<file path="src/rtl/rng_pkg.sv">
// rtl/rng_pkg.sv - shared types and constants for the range-limited LFSR generator
//
// Purpose : FSM state encoding, default Fibonacci tap masks for common widths,
//           and the default nonzero seed.
// Ports   : none (package).
package rng_pkg;

   typedef enum logic [1:0] {
      IDLE  = 2'd0,
      MIX   = 2'd1,
      CHECK = 2'd2,
      HOLD  = 2'd3
   } rng_state_t;

   // Feedback masks for next = {state[W-2:0], ^(state & TAPS)}
   localparam logic [7:0]  TAPS_8  = 8'hB8;
   localparam logic [12:0] TAPS_13 = 13'h10A9;
   localparam logic [15:0] TAPS_16 = 16'hD008;
   localparam logic [31:0] TAPS_32 = 32'h80200003;

   localparam logic [12:0] SEED_DEFAULT = 13'h000F;

endpackage

</file>
<file path="src/rtl/lfsr_core.sv">
// rtl/lfsr_core.sv - free-running Fibonacci LFSR with synchronous seed load
//
// Purpose : shifts every cycle; a load takes priority over the shift, and a
//           zero load value is replaced by SEED so the register never locks up.
// Ports   : i_clk          clock, rising edge
//           i_rst_n        asynchronous active-low reset (state <= SEED)
//           i_load         load i_load_value this cycle
//           i_load_value   new state (0 substituted by SEED)
//           o_state        current LFSR state
module lfsr_core #(
   parameter int            W    = 13,
   parameter logic [W-1:0]  TAPS = 13'h10A9,
   parameter logic [W-1:0]  SEED = 13'h000F
) (
   input  logic         i_clk,
   input  logic         i_rst_n,
   input  logic         i_load,
   input  logic [W-1:0] i_load_value,
   output logic [W-1:0] o_state
);

   logic [W-1:0] r_state;
   logic         w_feedback;

   assign w_feedback = ^(r_state & TAPS);
   assign o_state    = r_state;

   always_ff @(posedge i_clk or negedge i_rst_n) begin
      if (!i_rst_n) begin
         r_state <= SEED;
      end else if (i_load) begin
         r_state <= (i_load_value == '0) ? SEED : i_load_value;
      end else begin
         r_state <= {r_state[W-2:0], w_feedback};
      end
   end

endmodule

</file>
<file path="src/rtl/lfsr_range_rng.sv">
// rtl/lfsr_range_rng.sv - uniform [0, RANGE-1] draws from a free-running LFSR
//
// Purpose : serves one draw per request through a valid/ready handshake using
//           rejection sampling with MAX_TRIES attempts and a modulo fallback.
//           Optional macro RNG_STATS_EN adds saturating draw/reject counters.
// Ports   : clock       system clock, rising edge
//           reset       asynchronous active-low reset
//           seed_load   load seed_in into the LFSR this cycle
//           seed_in     new seed (0 replaced by SEED)
//           req         draw request, sampled in IDLE
//           out_ready   consumer accepts out_data
//           out_valid   out_data valid, held until accepted
//           out_data    random value in [0, RANGE-1]
//           fallback    out_data came from the modulo fallback
//           busy        FSM not in IDLE
//           draw_cnt    (RNG_STATS_EN) accepted draws, saturating
//           reject_cnt  (RNG_STATS_EN) rejected candidates, saturating
//           state_q     current LFSR state
module lfsr_range_rng
   import rng_pkg::*;
#(
   parameter int                 LFSR_W     = 13,
   parameter logic [LFSR_W-1:0]  TAPS       = rng_pkg::TAPS_13,
   parameter logic [LFSR_W-1:0]  SEED       = rng_pkg::SEED_DEFAULT,
   parameter int                 OUT_W      = 4,
   parameter int                 RANGE      = 5,
   parameter int                 MIX_CYCLES = 13,
   parameter int                 MAX_TRIES  = 4
) (
   input  logic              clock,
   input  logic              reset,
   input  logic              seed_load,
   input  logic [LFSR_W-1:0] seed_in,
   input  logic              req,
   input  logic              out_ready,
   output logic              out_valid,
   output logic [OUT_W-1:0]  out_data,
   output logic              fallback,
   output logic              busy,
`ifdef RNG_STATS_EN
   output logic [15:0]       draw_cnt,
   output logic [15:0]       reject_cnt,
`endif
   output logic [LFSR_W-1:0] state_q
);

   localparam int MIX_W = $clog2(MIX_CYCLES + 1);
   localparam int TRY_W = $clog2(MAX_TRIES + 1);
   // One extra bit so RANGE = 2^OUT_W is representable in the compare
   localparam logic [OUT_W:0] C_RANGE = (OUT_W+1)'(RANGE);

   rng_state_t          r_fsm,   w_fsm_nxt;
   logic [MIX_W-1:0]    r_mix,   w_mix_nxt;
   logic [TRY_W-1:0]    r_tries, w_tries_nxt;
   logic                r_valid, w_valid_nxt;
   logic [OUT_W-1:0]    r_data,  w_data_nxt;
   logic                r_fb,    w_fb_nxt;

   logic [LFSR_W-1:0]   w_lfsr;
   logic [OUT_W:0]      w_cand_ext;
   logic                w_accept;
   logic [OUT_W-1:0]    w_mod;
   logic [TRY_W-1:0]    w_tries_inc;
   logic                w_reject;

   lfsr_core #(
      .W    (LFSR_W),
      .TAPS (TAPS),
      .SEED (SEED)
   ) u_lfsr (
      .i_clk        (clock),
      .i_rst_n      (reset),
      .i_load       (seed_load),
      .i_load_value (seed_in),
      .o_state      (w_lfsr)
   );

   assign w_cand_ext  = {1'b0, w_lfsr[OUT_W-1:0]};
   assign w_accept    = (w_cand_ext < C_RANGE);
   assign w_mod       = OUT_W'(w_cand_ext % C_RANGE);
   assign w_tries_inc = r_tries + TRY_W'(1);

   always_ff @(posedge clock or negedge reset) begin
      if (!reset) begin
         r_fsm   <= IDLE;
         r_mix   <= '0;
         r_tries <= '0;
         r_valid <= 1'b0;
         r_data  <= '0;
         r_fb    <= 1'b0;
      end else begin
         r_fsm   <= w_fsm_nxt;
         r_mix   <= w_mix_nxt;
         r_tries <= w_tries_nxt;
         r_valid <= w_valid_nxt;
         r_data  <= w_data_nxt;
         r_fb    <= w_fb_nxt;
      end
   end

   always_comb begin
      w_fsm_nxt   = r_fsm;
      w_mix_nxt   = r_mix;
      w_tries_nxt = r_tries;
      w_valid_nxt = r_valid;
      w_data_nxt  = r_data;
      w_fb_nxt    = r_fb;
      w_reject    = 1'b0;
      case (r_fsm)
         IDLE: begin
            if (req) begin
               w_fsm_nxt   = MIX;
               w_mix_nxt   = '0;
               w_tries_nxt = '0;
            end
         end
         MIX: begin
            w_mix_nxt = r_mix + MIX_W'(1);
            if (r_mix == MIX_W'(MIX_CYCLES - 1)) begin
               w_fsm_nxt = CHECK;
            end
         end
         CHECK: begin
            if (w_accept) begin
               w_data_nxt  = w_lfsr[OUT_W-1:0];
               w_fb_nxt    = 1'b0;
               w_valid_nxt = 1'b1;
               w_fsm_nxt   = HOLD;
            end else begin
               w_reject    = 1'b1;
               w_tries_nxt = w_tries_inc;
               if (w_tries_inc == TRY_W'(MAX_TRIES)) begin
                  w_data_nxt  = w_mod;
                  w_fb_nxt    = 1'b1;
                  w_valid_nxt = 1'b1;
                  w_fsm_nxt   = HOLD;
               end else begin
                  w_mix_nxt = '0;
                  w_fsm_nxt = MIX;
               end
            end
         end
         HOLD: begin
            if (out_ready) begin
               w_valid_nxt = 1'b0;
               w_fsm_nxt   = IDLE;
            end
         end
         default: begin
            w_fsm_nxt = IDLE;
         end
      endcase
   end

`ifdef RNG_STATS_EN
   logic [15:0] r_draw_cnt;
   logic [15:0] r_reject_cnt;

   always_ff @(posedge clock or negedge reset) begin
      if (!reset) begin
         r_draw_cnt   <= '0;
         r_reject_cnt <= '0;
      end else begin
         if (r_valid && out_ready && (r_draw_cnt != 16'hFFFF)) begin
            r_draw_cnt <= r_draw_cnt + 16'd1;
         end
         if (w_reject && (r_reject_cnt != 16'hFFFF)) begin
            r_reject_cnt <= r_reject_cnt + 16'd1;
         end
      end
   end

   assign draw_cnt   = r_draw_cnt;
   assign reject_cnt = r_reject_cnt;
`endif

   assign out_valid = r_valid;
   assign out_data  = r_data;
   assign fallback  = r_fb;
   assign busy      = (r_fsm != IDLE);
   assign state_q   = w_lfsr;

endmodule

</file>
<file path="config.mk">
export PLATFORM = sky130hd
export DESIGN_NAME = lfsr_range_rng
export DESIGN_NICKNAME = d
export VERILOG_FILES = /design/src/rtl/rng_pkg.sv /design/src/rtl/lfsr_core.sv /design/src/rtl/lfsr_range_rng.sv
export SDC_FILE = /design/constraint.sdc
export NUM_CORES = 1
export LEC_CHECK = 0
export ABC_AREA = 1
export BUFFER_PORTS_ARGS = -buffer_cell sky130_fd_sc_hd__buf_4
export CAP_MARGIN = 20
export CORE_ASPECT_RATIO = 1.4
export CORE_MARGIN = 5
export CORE_UTILIZATION = 52
export DETAILED_ROUTE_END_ITERATION = 10
export HOLD_SLACK_MARGIN = 0.03
export PLACE_DENSITY = 0.78
export SLEW_MARGIN = 10
export SYNTH_ARGS = -nofsm -noshare
export SYNTH_HDL_FRONTEND = slang
export SYNTH_HIERARCHICAL = 1
export SYNTH_SLANG_ARGS = --single-unit
export TNS_END_PERCENT = 50
</file>
<file path="constraint.sdc">
create_clock -name clock -period 2 [get_ports clock]
set_input_delay 0.2 -clock clock [delete_from_list [all_inputs] [get_ports clock]]
set_output_delay 0.2 -clock clock [all_outputs]
set_load 0.05 [all_outputs]
</file>
Yosys cells after proc, flatten, opt, wreduce, memory -nomap -nowiden
Cells that the tools add are included.
{ "op_classes": {"reduce_logical": 13, "add_sub_neg": 2, "eq_ne": 11, "magnitude_cmp": 1, "div": 1, "n_mux": 22} }
{ "ops": {"columns": ["cell", "n"], "rows": [
  ["$mux 13", 2],
  ["$mux 4", 5],
  ["$logic_not 13->1", 1],
  ["$reduce_xor 13->1", 1],
  ["$pmux 4 s3", 1],
  ["$mux 2", 5],
  ["$ne 2x2->1 const B", 5],
  ["$reduce_and 3->1", 3],
  ["$pmux 2 s4", 1],
  ["$reduce_bool 2->1", 4],
  ["$mux 3", 2],
  ["$pmux 3 s2", 1],
  ["$mod 4x3->5 const B", 1],
  ["$add 4x1->4 const B", 1],
  ["$eq 2x2->1 const B", 2],
  ["$eq 4x4->1 const B", 1],
  ["$lt 4x3->1 const B", 1],
  ["$mux 1", 4],
  ["$reduce_and 4->1", 1],
  ["$add 3x1->3 const B", 1],
  ["$eq 3x3->1 const B", 1],
  ["$ne 3x3->1 const B", 1],
  ["$reduce_bool 3->1", 1],
  ["$eq 2x1->1 const B", 1],
  ["other kinds (3)", 3]
]} }
{ "word_totals": {"ff_bits": 28, "input_bits": 18, "output_inout_bits": 20, "word_cells": 57} }

Logic depth before layout (Yosys ltp)
Gate-level depths: netlist (run 1).
{ "depth": {"depth_word": 5, "depth_mapped": 11, "mapped_depth_nobuf": 11} }

Modules after synthesis
Netlist (run 1), hierarchy kept.
{ "by_module_without_submodules": {"columns": ["module", "cells_per_inst", "area_each_um2", "n_inst", "seq_area_each_um2"], "rows": [
  ["lfsr_range_rng", 121, 914.6, 1, 375.4],
  ["lfsr_core", 81, 629.4, 1, 330.3]
]} }

Least setup slack after synthesis (run 1)
No wires, ideal clock.
{ "synth_path": {"path_kind": "register to register", "startpoint": "register u_lfsr.r_state[2], in the netlist u_lfsr/o_state[2]", "endpoint": "register r_data[1], in the netlist out_data[1]", "n_path_buf": 0, "setup_ns": 0.118, "arrival_ns": 1.620, "required_ns": 1.882, "synth_period_minus_slack_ns": 1.738, "path_stages_with_launch": 12, "slack_ns": 0.262, "cell_sequence": "dfstp_2 inv_1 ha_1 inv_1 o21ai_2 inv_2 nand2_2 nand2_1 nand2_1 nand2_1 nand2_1 nand2_1"} }
{ "synth_via": {"elab_chain_len": 3, "elab_cells_between_ends": 6, "classes_between": "div: 1; order compare: 1; mux: 2; reduce/logical: 2"} }
{ "synth_rtl": {"columns": ["element", "line", "rtl"], "rows": [
  ["start: declaration", "lfsr_core.sv:22", "logic [W-1:0] r_state;"],
  ["start signal: assignment", "lfsr_core.sv:32", "r_state <= (i_load_value == '0) ? SEED : i_load_value;"],
  ["start signal: assignment", "lfsr_core.sv:34", "r_state <= {r_state[W-2:0], w_feedback};"],
  ["$mod 4x3->5 or $lt 4x3->1 (tied branches)", "lfsr_range_rng.sv:80, lfsr_range_rng.sv:79", null],
  ["$mux 4 or $reduce_bool 2->1 (tied branches)", null, null],
  ["$mux 4 or $reduce_and 2->1 (tied branches)", null, null],
  ["end signal: assignment", "lfsr_range_rng.sv:96", "r_data <= w_data_nxt;"],
  ["end: declaration", "lfsr_range_rng.sv:56", "logic [OUT_W-1:0] r_data, w_data_nxt;"]
]} }
Several ways; a longest one is shown, not always the timed one. The select of a mux whose other input is x is not followed.
A chain may end at the register's enable or synchronous reset.

Worst setup path after layout (run 1)
Same ends and word-level chain as after synthesis.

==> flow_metrics.py, run 1 <==
metrics = {
    "cells_and_area": {
        "diodes": 0,
        "drive_gt1_share_pct": 30.2,
        "areaGrowthSynthToFinish_pct": 23.6,
        "final-instance-count-excl-fill": 279,
        "fin_util_pct": 67.0,
        "nets": 266,
        "fillCellCount": 254,
    },
    "grt": {
        "grt_antenna_before_repair": 0,
        "grt_pass1_wl_um": 5820,
        "first_global_vias": 1437,
        "grt_usage_pct": 17.2,
        "gr-total-overflow": 0,
        "grt_max_degree": 29,
    },
    "sta": {
        "clock_skew_ps": 5.90,
        "min_period_ps": 1620,
        "tightestPinTransition_ps": 355,
        "fmax_mhz": 616,
        "setup_viol": 0,
        "rsz0062_at_grt": "false",
        "maxSlewViolCount": 0,
        "fin_ws_ps": 376,
        "post-route-period-util_pct": 81.2,
        "hold_violations": 0,
        "timing.slew.headroom_pct": 76.3,
        "tns_ps": 0,
    },
    "synth": {
        "synth.cells.most_frequent": "72 x nand2_1, 24 x dfrtp_1, 17 x nor2_1, 16 x inv_1, 14 x nand3_1",
        "syn_area_per_cell_um2": 7.64,
        "ys_types": 23,
        "yosys.area.top_type": "dfrtp_1",
        "yosys_register_bits": 28,
        "synth_most_common_cell": "nand2_1",
        "netlist_area_um2": 1540,
        "synth_area_leaders": "dfrtp_1 39%, nand2_1 18%, dfstp_2 6.8%",
        "yosysSeqAreaShare_pct": 45.7,
        "synth_nets": 225,
        "synth_ff_type": "dfrtp_1",
        "synth_top_cell_area_share_pct": 38.9,
        "synth_edf_count": 0,
        "async_flop_share_pct": 100,
        "synth_cells": 202,
        "yosys_warnings": 6,
    },
    "drt": {
        "ant_nets": 0,
        "wire_per_inst_um": 11.0,
        "drt_pass1_iterations": 4,
        "vias": 1354,
        "routed_via_density": 4.85,
        "drt_iter0_markers": 35,
        "drc": 0,
        "routed_wl_um": 3070,
    },
    "floorplan": {
        "die_w_um": 56.1,
        "core_area_um2": 2850,
        "row_count": 23,
        "die_area_um2": 4170,
        "start_util_pct": 54.2,
        "die_y_um": 74.5,
        "ios": 38,
    },
    "hold_path": {
        "whs_path_depth": 3,
        "hp-start": "seed_in[7]",
        "hold_path.class": "in -> reg",
        "hold-path-endpoint": "u_lfsr/o_state[7]",
    },
    "placed_design": {
        "placed_cells": 274,
        "place_ws_ps": 406,
        "numPortBuffers": 37,
        "dp_hpwl_um": 2470,
        "routabilityCongestion": 0.766,
    },
    "clock_network": {
        "numCtsBuffers": 3,
        "h-tree-depth": 1,
        "clk_path_buf_depth": 2,
        "clock_latency_ps": 270,
        "cts-resized-gates": 0,
        "cts.clk_slew.worst_paths_ps": 90,
        "root_buffer": "clkbuf_8",
        "clock-sinks": 28,
        "cts_tree": "yes",
    },
    "critical_path": {
        "cp-end-kind": "flip-flop",
        "crit_type": "reg -> reg",
        "cp-start-kind": "flip-flop",
        "worstPathArrival_ps": 1790,
        "cp_max_fo": 5,
        "rr_startpoint": "u_lfsr/o_state[2]",
        "rr_endpoint": "out_data[1]",
        "ff2ff_path_depth": 11,
        "cp.required_ps": 2170,
        "r2r_setup_slack_ps": 380,
    },
    "power": {
        "p_leak_nw": 1.07,
        "power.density_nw_per_um2": 1140,
        "vdd_drop_max_uv": 786,
    },
    "status": {
        "outcome": "complete, no violations",
    },
    "run": {
        "drv_cap": 0,
    },
}
where the power goes:
group	total (W)	internal, W	switching, W
Combinational	0.000998	0.000330	0.000668
Clock	0.000336	0.000176	0.000161
Sequential	0.000844	0.000716	0.000128
Total	0.00218	0.00122	0.000957
critical path, cell delays in order (launching register included):
cell,delay (ps)
dfstp_2,570
inv_1,70
ha_1,270
inv_1,40
o21ai_2,130
inv_2,40
nand2_2,90
nand2_1,80
nand2_1,70
nand2_1,50
nand2_1,50
nand2_1,40
layer usage:
| layer | up-vias | global-route usage, % | wire length (um) |
|---|---|---|---|
| met3 | 2 | 3.13 | 147 |
| met5 | - | 0 | 0 |
| met1 | 623 | 18.7 | 1230 |
| li1 | 702 | - | - |
| met4 | 0 | 5.54 | 21 |
| met2 | 27 | 33.7 | 1670 |
sequential cells by signal (all words and copies together) (netlist names):
| name | cells |
|---|---|
| fallback | 1 |
| out_data | 4 |
| out_valid | 1 |
| r_fsm | 2 |
| r_mix | 4 |
| r_tries | 3 |
| u_lfsr/o_state | 13 |
area by class of cell:
cell class	instances	area [um2]	area share, %
well taps	37	46.3	2.43
multi-input cells	147	719	37.7
inverters	25	93.8	4.92
flip-flops and latches	28	706	37.0
clock buffers	4	55.1	2.89
repair buffers	38	288	15.1
cell families (layout without fill, tap and decap cells):
logic type      Yosys count  in the layout  synth area share [%]
compound gates           19             19                  6.65
xor+xnor                  2              2                  1.13
fa+ha+maj                 5              5                  4.05
buf+inv                  27             67                  7.70
flops                    28             28                  45.7
simple gates            121            121                  34.8
worst max-delay path by stage:
stage,start,endpoint,slack (ps),depth (start not counted)
6_report,u_lfsr/o_state[2],out_data[1],380,11
5_1_grt,u_lfsr/o_state[1],out_data[1],200,11
4_1_cts,u_lfsr/o_state[2],out_data[1],370,11
3_5_place_dp,u_lfsr/o_state[2],out_data[1],410,11
3_3_place_gp,u_lfsr/o_state[2],out_data[1],450,11
2_1_floorplan,u_lfsr/o_state[2],out_data[1],260,11
timing repair:
action,CTS,global route
hold endpoints to repair,24,0
hold buffers,1,0
buffers inserted,0,0
through the flow:
step	instance area, um2	power [W]	hold WS, ps
3_5_place_dp	1840	0.00186	143
4_1_cts	1910	0.00221	131
6_report	1910	0.00218	138
2_1_floorplan	1540	0.00158	-95.6
3_3_place_gp	1840	0.00184	139
5_1_grt	1910	0.00237	137
cells in the final DEF, fill, tap and decap left out, drive strengths merged:
cell,synthesis,final
a21oi,4,4
buf,1,37
clkbuf,1,4
dfrtp,24,24
dfstp,4,4
dlygate4sd3,0,1
ha,5,5
inv,25,25
nand2,81,81
nand3,16,16
nor2,21,21
o21ai,15,15
or2,3,3
xor2,2,2
(Power assumes the default switching activity.)
==> inputs of run 2 (changes only) <==
--- a/config.mk
+++ b/config.mk
@@ -10,10 +10,10 @@
 export CAP_MARGIN = 20
 export CORE_ASPECT_RATIO = 1.4
 export CORE_MARGIN = 5
-export CORE_UTILIZATION = 52
+export CORE_UTILIZATION = 47
 export DETAILED_ROUTE_END_ITERATION = 10
 export HOLD_SLACK_MARGIN = 0.03
-export PLACE_DENSITY = 0.78
+export PLACE_DENSITY = 0.75
 export SLEW_MARGIN = 10
 export SYNTH_ARGS = -nofsm -noshare
 export SYNTH_HDL_FRONTEND = slang
==> constraint.sdc (replaced) <==
create_clock -name clock -period 1.31 [get_ports clock]
set_input_delay 0.131 -clock clock [delete_from_list [all_inputs] [get_ports clock]]
set_output_delay 0.131 -clock clock [all_outputs]
set_load 0.05 [all_outputs]
==> run 2 against run 1 <==
Compared with the run above: the run now ends with setup timing left; fmax increased by 9.6%; core utilization shrank 0.66 points; worst hold slack got worse by 89 ps; critical path depth is the same; largest cell class unchanged.
==> flow_metrics.py, run 2 (synthesized netlist as in run 1, its figures left out) <==
metrics = {
    "status": {
        "outcome": "finished with violations",
        "failed_checks": "setup timing",
    },
    "critical_path": {
        "cp-end-kind": "flip-flop",
        "r2r_setup_slack_ps": -170,
        "worstPathArrival_ps": 1660,
        "worst-path-buf-inv": 3,
        "critPathSlowestCell": "dfstp_2",
        "rr_endpoint": "out_data[1]",
        "crit_type": "reg -> reg",
        "ff2ff_path_depth": 11,
        "rr_startpoint": "u_lfsr/o_state[1]",
        "cp-start-kind": "flip-flop",
        "cp_max_fo": 4,
        "path_delay_family": "flip-flops",
        "cp.required_ps": 1490,
        "slowest_delay_ps": 550,
        "crit_chain": "inv_2, ha_4, inv_2, o21ai_2, inv_2, nand2_4, nand2_4, nand2_2, nand2_1, nand2_1, nand2_1",
    },
    "sta": {
        "rsz0062_at_grt": "true",
        "setup_viol": 11,
        "min_period_ps": 1480,
        "fin_ws_ps": -171,
        "tightestPinTransition_ps": 353,
        "hold_violations": 0,
        "fmax_mhz": 675,
        "clock_skew_ps": 5.33,
        "post-route-period-util_pct": 113,
        "maxSlewViolCount": 0,
        "timing.slew.headroom_pct": 76.5,
    },
    "floorplan": {
        "die_y_um": 77.8,
        "ios": 38,
        "core_area_um2": 3150,
        "die_w_um": 58.4,
        "row_count": 24,
        "start_util_pct": 49.0,
        "die_area_um2": 4550,
    },
    "cells_and_area": {
        "final_cell_mix": "68 x nand2_1, 47 x buf_4, 24 x dfrtp_1",
        "drive_gt1_share_pct": 37.6,
        "diodes": 0,
        "layout_commonest_cell": "nand2_1",
        "fin_area_um2": 2090,
        "areaGrowthSynthToFinish_pct": 35.4,
        "nets": 279,
        "largest_reg_flops": 13,
    },
    "power": {
        "vdd_drop_max_uv": 997,
        "p_leak_nw": 1.15,
        "power.density_nw_per_um2": 1720,
    },
    "drt": {
        "drt_iter0_markers": 49,
        "drc": 0,
        "vias": 1392,
        "ant_nets": 0,
        "wire_per_inst_um": 11.6,
        "drt_pass1_iterations": 4,
        "routed_wl_um": 3400,
        "routed_via_density": 4.73,
    },
    "grt": {
        "grt_antenna_before_repair": 0,
        "grt_max_degree": 29,
        "gr-total-overflow": 0,
        "grt_pass1_wl_um": 6070,
        "grt_usage_pct": 16.7,
        "first_global_vias": 1399,
    },
    "placed_design": {
        "numPortBuffers": 37,
        "place_ws_ps": -206,
        "dp_hpwl_um": 2590,
        "placed_area_um2": 1940,
        "routabilityCongestion": 0.812,
    },
    "hold_path": {
        "whs_path_depth": 3,
        "hold-path-endpoint": "u_lfsr/o_state[11]",
        "hold_path.class": "in -> reg",
        "hp-start": "seed_in[11]",
    },
    "clock_network": {
        "clock-sinks": 28,
        "h-tree-depth": 1,
        "cts_tree": "yes",
        "numCtsBuffers": 3,
        "root_buffer": "clkbuf_8",
        "clock_latency_ps": 280,
        "cts.clk_slew.worst_paths_ps": 100,
        "clk_path_buf_depth": 2,
    },
    "run": {
        "drv_cap": 0,
    },
}
run 2: cell count changes in the layout (fill, tap and decap cells not counted), sizes merged:
cell,previous run,this run
buf,37,50
run 2: final cells by class:
cell class | instances | area (um2)
clock buffers | 4 | 55.1
fillers | 292 | 1060
inverters | 25 | 93.8
multi-input cells | 147 | 787
flip-flops and latches | 28 | 706
well taps | 39 | 48.8
repair buffers | 51 | 400
run 2: worst max path at each step:
stage,slack (ps),start,depth (start not counted),endpoint
6_report,-170,u_lfsr/o_state[1],11,out_data[1]
5_1_grt,-300,u_lfsr/o_state[1],11,out_data[1]
4_1_cts,-190,u_lfsr/o_state[1],11,out_data[1]
3_5_place_dp,-210,u_lfsr/o_state[1],11,out_data[1]
3_3_place_gp,-180,u_lfsr/o_state[1],11,out_data[1]
2_1_floorplan,-400,u_lfsr/o_state[1],11,out_data[1]
run 2: worst register-to-register path: stages, from the launching register on:
cell	delay, ps
dfstp_2	550
inv_2	50
ha_4	250
inv_2	30
o21ai_2	130
inv_2	60
nand2_4	90
nand2_4	50
nand2_2	50
nand2_1	40
nand2_1	50
nand2_1	40
run 2: stage by stage:
stage                     hold slack, ps  setup TNS [ps]  util (%)  total power [W]  cells
after CTS                           49.8            -765      65.0          0.00354    294
final                               48.8            -808      66.3          0.00360    294
after global routing                46.1           -1850      66.3          0.00385    294
after detailed placement            70.7            -895      61.4          0.00295    288
after global placement              71.4            -698      61.4          0.00292    288
after floorplan                     -165           -1770         -          0.00241    202
run 2: report_power, final:
part	internal [W]	switching, W	total, W
registers	0.00109	0.000193	0.00129
clock network	0.000270	0.000278	0.000548
logic	0.000649	0.00112	0.00177
run 2: what timing repair did:
action / in CTS / in global routing
pin swaps: 7 / 3
hold buffers: 1 / 0
setup endpoints to repair: 14 / 15
hold endpoints to repair: 24 / 0
gates resized for setup: 9 / 9
buffers inserted: 1 / 0
run 2: routing by layer:
layer	wire (um)	track usage [%]	up-vias
li1	-	-	729
met1	1380	19.6	630
met2	1820	30.4	29
met3	164	2.66	4
met4	34	4.87	0
met5	0	0	-
==> inputs of run 3 (changes only) <==
--- a/config.mk
+++ b/config.mk
@@ -14,6 +14,7 @@
 export DETAILED_ROUTE_END_ITERATION = 10
 export HOLD_SLACK_MARGIN = 0.03
 export PLACE_DENSITY = 0.75
+export SKIP_LAST_GASP = 1
 export SLEW_MARGIN = 10
 export SYNTH_ARGS = -nofsm -noshare
 export SYNTH_HDL_FRONTEND = slang
==> run 3 against run 2 <==
Compared with the run above: the flow still finishes with violations (setup timing); clock power fell by 0.9%; total power fell by 0.18%; sequential power barely moved.
==> flow_metrics.py, run 3 (synthesized netlist as in run 1, its figures left out) <==
metrics = {
    "power": {
        "vdd_drop_max_uv": 991,
        "p_leak_nw": 1.14,
        "power.density_nw_per_um2": 1740,
        "power_w": 0.00359,
    },
    "drt": {
        "drt_iter0_markers": 48,
        "ant_nets": 0,
        "vias": 1414,
        "drt_pass1_iterations": 4,
        "drc": 0,
        "routed_wl_um": 3370,
        "routed_via_density": 4.81,
        "wire_per_inst_um": 11.5,
    },
    "grt": {
        "grt_antenna_before_repair": 0,
        "gr-total-overflow": 0,
        "grt_usage_pct": 16.3,
        "grt_max_degree": 29,
        "grt_pass1_wl_um": 5980,
        "first_global_vias": 1406,
    },
    "critical_path": {
        "cp.required_ps": 1490,
        "r2r_setup_slack_ps": -180,
        "critPathSlowestCell": "dfstp_2",
        "cp-end-kind": "flip-flop",
        "crit_type": "reg -> reg",
        "ff2ff_path_depth": 11,
        "rr_startpoint": "u_lfsr/o_state[1]",
        "crit_chain": "inv_2, ha_4, inv_2, o21ai_2, inv_2, nand2_4, nand2_4, nand2_2, nand2_1, nand2_1, nand2_1",
        "worstPathArrival_ps": 1660,
        "cp_max_fo": 4,
        "slowest_delay_ps": 550,
        "cp-start-kind": "flip-flop",
        "rr_endpoint": "out_data[1]",
    },
    "floorplan": {
        "die_y_um": 77.8,
        "ios": 38,
        "die_w_um": 58.4,
        "start_util_pct": 49.0,
        "die_area_um2": 4550,
        "core_area_um2": 3150,
        "row_count": 24,
    },
    "clock_network": {
        "clock_latency_ps": 280,
        "clk_path_buf_depth": 2,
        "clock-sinks": 28,
        "numCtsBuffers": 3,
        "cts.clk_slew.worst_paths_ps": 100,
        "h-tree-depth": 1,
        "cts_tree": "yes",
        "root_buffer": "clkbuf_8",
    },
    "placed_design": {
        "dp_hpwl_um": 2590,
        "numPortBuffers": 37,
        "placed_cells": 288,
        "routabilityCongestion": 0.812,
    },
    "cells_and_area": {
        "drive_gt1_share_pct": 38.0,
        "final_cell_mix": "67 x nand2_1, 50 x buf_4, 24 x dfrtp_1",
        "nets": 279,
        "diodes": 0,
        "largest_reg_flops": 13,
        "layout_commonest_cell": "nand2_1",
        "areaGrowthSynthToFinish_pct": 34.0,
        "final-instance-count-excl-fill": 294,
    },
    "sta": {
        "clock_skew_ps": 3.86,
        "timing.slew.headroom_pct": 76.5,
        "tightestPinTransition_ps": 352,
        "setup_viol": 14,
        "maxSlewViolCount": 0,
        "min_period_ps": 1490,
        "hold_violations": 0,
        "post-route-period-util_pct": 113,
        "rsz0062_at_grt": "true",
        "fin_ws_ps": -176,
        "fmax_mhz": 673,
    },
    "run": {
        "drv_cap": 0,
    },
    "status": {
        "outcome": "finished with violations",
        "failed_checks": "setup timing",
    },
    "hold_path": {
        "whs_path_depth": 3,
        "hold_path.class": "in -> reg",
        "hold-path-endpoint": "u_lfsr/o_state[11]",
        "hp-start": "seed_in[11]",
    },
}
## run 3: changes by cell type in the layout (fill, tap and decap cells not counted)
cell     change
nand2_1      -1
nor2_4       -1
o21ai_2      +1
xor2_2       -1
nor2_2       +1
nand2_2      +1
buf_8        -1
buf_6        -2
buf_4        +3
o21ai_1      -1
xor2_1       +1
## run 3: how the worst max path moves through the flow
stage                           start          end  depth (start not counted)
floorplan           u_lfsr/o_state[1]  out_data[1]                         11
global placement    u_lfsr/o_state[1]  out_data[1]                         11
detailed placement  u_lfsr/o_state[1]  out_data[1]                         11
CTS                 u_lfsr/o_state[1]  out_data[1]                         11
global route        u_lfsr/o_state[1]  out_data[1]                         11
finish              u_lfsr/o_state[1]  out_data[1]                         11
## run 3: area by class of cell
cell class,count,area (um2)
Inverter,25,93.8
Clock buffer,4,55.1
Fill cell,295,1080
Timing Repair Buffer,51,385
Tap cell,39,48.8
Sequential cell,28,706
Multi-Input combinational cell,147,781
## run 3: where the power goes
part | total, W | internal [W] | switching, W
Clock | 0.000543 | 0.000269 | 0.000274
Sequential | 0.00129 | 0.00109 | 0.000198
Combinational | 0.00176 | 0.000645 | 0.00111
Total | 0.00359 | 0.00201 | 0.00159
## run 3: repair_timing
action | CTS | global route
setup endpoints to repair | 14 | 16
hold buffers | 1 | 0
setup buffers | 1 | 0
hold endpoints to repair | 24 | 0
resized for setup | 4 | 10
pin swaps | 7 | 5
## run 3: through the flow
stage	worst slack [ps]	hold slack, ps	utilization, %	TNS, ps	cell area, um2
floorplan	-395	-165	-	-1770	1540
global placement	-177	71.4	61.4	-698	1940
detailed placement	-206	70.7	61.4	-895	1940
CTS	-191	49.8	64.3	-1020	2030
global route	-302	47.3	65.6	-2260	2070
finish	-176	51.6	65.6	-1140	2070
## run 3: worst max-delay path, delay by kind of cell, from the launching register on
kind                     cells  cell delay [ps]
flip-flops                   1              550
buffers and inverters        3              140
AND/OR/NAND/NOR              6              320
adder cells (fa/ha/maj)      1              250
AO/OA/AOI/OAI                1              130
## run 3: layer usage
layer | global-route usage [%] | wire [um]
met1 | 19.0 | 1350
met2 | 29.9 | 1820
met3 | 2.49 | 168
met4 | 4.87 | 31
met5 | 0 | 0
